$ cat config.mk
export PLATFORM = sky130hd
export DESIGN_NAME = task_dispatcher
export DESIGN_NICKNAME = d
export VERILOG_FILES = /design/src/rtl/task_dispatcher.sv
export SDC_FILE = /design/constraint.sdc
export NUM_CORES = 1
export LEC_CHECK = 0
export BUFFER_PORTS_ARGS = -buffer_cell sky130_fd_sc_hd__buf_2
export CORE_MARGIN = 1
export CORE_UTILIZATION = 60
export DETAILED_ROUTE_END_ITERATION = 10
export HOLD_SLACK_MARGIN = 0.1
export PLACE_DENSITY = 0.79
export SLEW_MARGIN = 10
export SYNTH_ARGS = -nofsm -noshare
export SYNTH_HDL_FRONTEND = slang
export SYNTH_SLANG_ARGS = --single-unit
$ cat constraint.sdc
create_clock -name in_clk -period 14 [get_ports in_clk]
set_clock_uncertainty 0.15 [all_clocks]
set_input_delay 0 -clock in_clk [delete_from_list [all_inputs] [get_ports in_clk]]
set_output_delay 0 -clock in_clk [all_outputs]
set_load 0.005 [all_outputs]
$ cat src/rtl/task_dispatcher.sv
// task_dispatcher: hands out the mu*mu (i,j) block tasks of a blocked matrix
// job to a pool of coprocessors, row-major, lowest-numbered free processor
// first, and signals completion once every block result has been written.
module task_dispatcher #(
   parameter int num_proc    = 2,
   parameter int index_width = 8
) (
   input  logic                   in_clk,
   input  logic                   in_reset,
   input  logic                   in_start,
   input  logic [index_width-1:0] in_mu,
   input  logic [num_proc-1:0]    in_index_ack,
   input  logic [num_proc-1:0]    in_result_ready,
   output logic [index_width-1:0] out_row_index,
   output logic [index_width-1:0] out_col_index,
   output logic [num_proc-1:0]    out_index_ready,
   output logic                   out_busy,
   output logic                   out_done
);

   localparam int cnt_width = 2 * index_width;

   typedef enum logic [2:0] {
      ST_IDLE     = 3'd0,
      ST_ISSUE    = 3'd1,
      ST_WAIT_ACK = 3'd2,
      ST_DRAIN    = 3'd3,
      ST_DONE     = 3'd4
   } state_t;

   state_t                 state_r;
   logic [index_width-1:0] mu_r;
   logic [index_width-1:0] row_r;
   logic [index_width-1:0] col_r;
   logic [cnt_width-1:0]   issued_r;
   logic [cnt_width-1:0]   completed_r;
   logic [num_proc-1:0]    proc_busy_r;
   logic [num_proc-1:0]    result_prev_r;
   logic [num_proc-1:0]    target_r;
   logic [num_proc-1:0]    index_ready_r;
   logic                   busy_r;
   logic                   done_r;

   logic [num_proc-1:0]    result_rise_s;
   logic [num_proc-1:0]    complete_s;
   logic [num_proc-1:0]    select_s;
   logic                   select_found_s;
   logic                   ack_hit_s;
   logic                   last_col_s;
   logic [index_width-1:0] mu_last_s;
   logic [cnt_width-1:0]   complete_cnt_s;
   logic [cnt_width-1:0]   completed_next_s;
   logic [cnt_width-1:0]   issued_next_s;
   logic [cnt_width-1:0]   total_s;

   // Result rising edges count only for processors currently holding a task.
   always_comb begin
      result_rise_s  = in_result_ready & ~result_prev_r;
      complete_s     = result_rise_s & proc_busy_r;
      complete_cnt_s = {cnt_width{1'b0}};
      for (int p = 0; p < num_proc; p++) begin
         complete_cnt_s = complete_cnt_s + {{(cnt_width-1){1'b0}}, complete_s[p]};
      end
      completed_next_s = completed_r + complete_cnt_s;
   end

   // One-hot select of the lowest-numbered processor whose busy flag is clear.
   always_comb begin
      select_s       = {num_proc{1'b0}};
      select_found_s = 1'b0;
      for (int p = 0; p < num_proc; p++) begin
         if (!proc_busy_r[p] && !select_found_s) begin
            select_s[p]    = 1'b1;
            select_found_s = 1'b1;
         end else begin
            select_s[p]    = 1'b0;
         end
      end
   end

   // Job bookkeeping: task total, ack match on the target, index wrap point.
   always_comb begin
      total_s       = {{index_width{1'b0}}, mu_r} * {{index_width{1'b0}}, mu_r};
      ack_hit_s     = |(in_index_ack & target_r);
      mu_last_s     = mu_r - {{(index_width-1){1'b0}}, 1'b1};
      last_col_s    = (col_r == mu_last_s);
      issued_next_s = issued_r + {{(cnt_width-1){1'b0}}, 1'b1};
   end

   // Dispatcher FSM and all registered outputs; synchronous active-low reset.
   always_ff @(posedge in_clk) begin
      if (!in_reset) begin
         state_r       <= ST_IDLE;
         mu_r          <= {index_width{1'b0}};
         row_r         <= {index_width{1'b0}};
         col_r         <= {index_width{1'b0}};
         issued_r      <= {cnt_width{1'b0}};
         completed_r   <= {cnt_width{1'b0}};
         proc_busy_r   <= {num_proc{1'b0}};
         result_prev_r <= {num_proc{1'b0}};
         target_r      <= {num_proc{1'b0}};
         index_ready_r <= {num_proc{1'b0}};
         busy_r        <= 1'b0;
         done_r        <= 1'b0;
      end else begin
         result_prev_r <= in_result_ready;
         // busy and done trail the state by one cycle, so busy drops the
         // cycle after the done pulse.
         busy_r        <= (state_r != ST_IDLE);
         done_r        <= (state_r == ST_DONE);
         // Completions free processors in any state; a freed processor is
         // visible to the selector from the following cycle.
         proc_busy_r   <= proc_busy_r & ~complete_s;
         completed_r   <= completed_next_s;
         case (state_r)
            ST_IDLE: begin
               proc_busy_r   <= {num_proc{1'b0}};
               index_ready_r <= {num_proc{1'b0}};
               if (in_start) begin
                  mu_r        <= in_mu;
                  row_r       <= {index_width{1'b0}};
                  col_r       <= {index_width{1'b0}};
                  issued_r    <= {cnt_width{1'b0}};
                  completed_r <= {cnt_width{1'b0}};
                  if (in_mu != {index_width{1'b0}}) begin
                     state_r <= ST_ISSUE;
                  end else begin
                     state_r <= ST_DONE;
                  end
               end
            end
            ST_ISSUE: begin
               if (select_found_s) begin
                  index_ready_r <= select_s;
                  target_r      <= select_s;
                  state_r       <= ST_WAIT_ACK;
               end else begin
                  index_ready_r <= {num_proc{1'b0}};
               end
            end
            ST_WAIT_ACK: begin
               // Index and ready are held until the targeted processor acks;
               // acks from other processors are masked by target_r.
               if (ack_hit_s) begin
                  index_ready_r <= {num_proc{1'b0}};
                  proc_busy_r   <= (proc_busy_r & ~complete_s) | target_r;
                  issued_r      <= issued_next_s;
                  if (last_col_s) begin
                     col_r <= {index_width{1'b0}};
                     row_r <= row_r + {{(index_width-1){1'b0}}, 1'b1};
                  end else begin
                     col_r <= col_r + {{(index_width-1){1'b0}}, 1'b1};
                  end
                  if (issued_next_s == total_s) begin
                     state_r <= ST_DRAIN;
                  end else begin
                     state_r <= ST_ISSUE;
                  end
               end
            end
            ST_DRAIN: begin
               if (completed_next_s == total_s) begin
                  state_r <= ST_DONE;
               end
            end
            ST_DONE: begin
               state_r <= ST_IDLE;
            end
            default: begin
               state_r <= ST_IDLE;
            end
         endcase
      end
   end

   assign out_row_index   = row_r;
   assign out_col_index   = col_r;
   assign out_index_ready = index_ready_r;
   assign out_busy        = busy_r;
   assign out_done        = done_r;

endmodule

==> metrics <==
Detail Route Antenna Nets 0; Max VDD drop 0.0000835 V; top cell type's share of synthesized area 24.7%; Crit Path Max Fanout 19; clock slew at reported path FFs 0.09 ns; Yosys reg bits 69; WL per Instance 16.6 um; clk buf depth 2; CTS tree built; Chip Height 98.5 um; Yosys Warn Count 0; type of the tightest min-delay check in2reg; post-CTS setup buffers 0; area grow syn2layout 11.6%; Tightest Pin Transition 1.02 ns; Syn Area/Cell 8.09 um^2; Worst Path Arrival 6.06 ns; Mapped Area 5590 um^2; Vias/cell 6.02; nets 806; gp weighted congestion 0.897; Hold Path Depth 5; residual DRC count 0; die area 9710 um^2; cell taking the most area after synthesis dfxtp_1; post-synth net total 764; Slew Limit Fails 0; initial antenna violation count 0; Top-Level Pins 35; DR vias 5,096; CTS Sinks 69; RSZ-0062 raised after global routing false; hold buffer count at CTS 28; Num CTS Buffers 9; fin crit share 42.7%; GR met2 Demand/Resource 52.4%; Netlist cell types 61; dpl hpwl 9800 um; GRT Max-Usage Layer met2; layout cells sized above 1 8.67%; Worst Path Required 14.09 ns; Die Span X 98.5 um; I/O Buffers 34; Synth Instances 691; M3 GR Usage 5.74%; Post-synth EDFFs 0; LEAKAGE 2.62 nW; Worst-Skew Late Latency 0.36 ns; CP Class reg2reg; outcome finished clean; CP endpoint kind register; top cells by area, synth dfxtp_1, xnor2_1, fa_1, ha_1, xor2_1; vias in the first global route 5,068; sequential share of the synthesized area 24.7%; setup TNS 0 ns; maximum capacitance violations 0; slew margin rel. 31.0%; total congestion overflow 0; Routed WL 14,000 um; ys flop type dfxtp_1; final hold slack 0.155 ns; Core Rows 34; PD cells 112 nW/um^2; Antenna Cells 0; 1st-iter DRT viols 317; Max Clock Freq 167 MHz; htree depth 3; Final Hold Viols 0; asr flop ratio synth 0%; Critical Path Start Type register; GRT Total Usage 30.7%; Initial Util 63.2%; first-pass GRT wire length 23,800 um; commonest cells in the netlist nand2_1, dfxtp_1, nor2_1; Core ar. 8850 um^2; top-count cell post-synth nand2_1; cts repair resizes 0; root buffer cell clkbuf_8; GR Util met1 36.5%; drt first pass iters 7; reg2reg path depth 16; pin count of the biggest net entering global routing 44; Finish-stage setup viols 0; fin crit period 5.97 ns
==> final timing paths <==
kind,slack [ns],startpoint,end
worst max-delay path,8.03,mu_r[2],state_r[1]
worst min-delay path,0.15,in_index_ack[0],state_r[0]
worst max register to register,8.03,mu_r[2],state_r[1]
worst min register to register,0.33,out_row_index[7],out_row_index[7]
==> cell usage in the layout, fill, tap and decap left out, types with 4 or more instances in the layout <==
cell type,count
a211oi_1,5
a21boi_0,12
a21o_1,5
a21oi_1,23
a22oi_1,6
a32oi_1,4
and2_1,19
and3_1,15
buf_2,34
clkbuf_8,9
dfxtp_1,69
dlygate4sd3_1,28
fa_1,23
ha_1,35
inv_1,50
nand2_1,70
nand2b_1,9
nand3_1,24
nand4_1,24
nor2_1,61
nor2b_1,14
nor3_1,16
nor4_1,5
o21a_1,4
o21ai_0,25
or3_1,4
or4_1,4
xnor2_1,54
xor2_1,37
==> power by group <==
| group | internal, W | switching (W) | leakage [nW] |
|---|---|---|---|
| logic | 0.000118 | 0.000162 | 1.96 |
| clock network | 0.0000829 | 0.0000865 | 0.0960 |
| registers | 0.000212 | 0.0000348 | 0.559 |
==> metal layers <==
metal	vias to the layer above	share of wire, %
met5	-	0
met4	0	4.7
met3	65	5.3
met2	211	48
met1	2386	42
li1	2434	-
==> area by class of cell <==
type | instances | area (um^2)
inverter | 50 | 188
timing repair buffer | 63 | 458
sequential | 69 | 1380
tap | 108 | 135
fill | 684 | 2610
clock buffer | 9 | 124
multi-input combinational | 540 | 3880
clock inverter | 7 | 72.6
==> worst max-delay path, stage by stage, from the launching register on <==
cell and delay (ns):
dfxtp_1 0.76, nand2_1 0.17, fa_1 0.57, fa_1 0.52, fa_1 0.54, inv_1 0.05, fa_1 0.48, ha_1 0.40
a21oi_2 0.24, o21ai_1 0.12, and2_0 0.16, or4b_1 0.64, xor2_1 0.22, nor4_2 0.27, nand4_1 0.19, o21a_1 0.22
a21o_1 0.15
==> kinds of logic (layout without fill, tap and decap cells) <==
group	Yosys count	in the layout	synth area share, %
xor+xnor	92	92	14.7
flops	69	69	24.7
buf+inv	82	129	5.93
compound gates	106	106	12.6
mux	4	4	0.739
simple gates	280	280	25.3
fa+ha+maj	58	58	16.1
==> stage by stage <==
stage          util (%)  instance area [um^2]  power, W  worst slack [ns]  std cells
2_1_floorplan         -                  5590  0.000445              8.30        691
5_1_grt            70.5                  6230  0.000737              7.65        846
3_3_place_gp       65.1                  5760  0.000495              8.25        802
4_1_cts            70.5                  6230  0.000686              8.10        846
6_report           70.5                  6230  0.000696              8.03        846
3_5_place_dp       65.1                  5760  0.000505              8.15        802
==> registers in the layout, indices dropped and copies added (netlist names) <==
name	count
target_r	2
out_row_index	8
out_col_index	8
out_busy	1
issued_r	16
state_r	3
result_prev_r	2
mu_r	8
out_index_ready	2
completed_r	16
proc_busy_r	2
out_done	1
No activity file was read; power rests on OpenSTA's default activity.
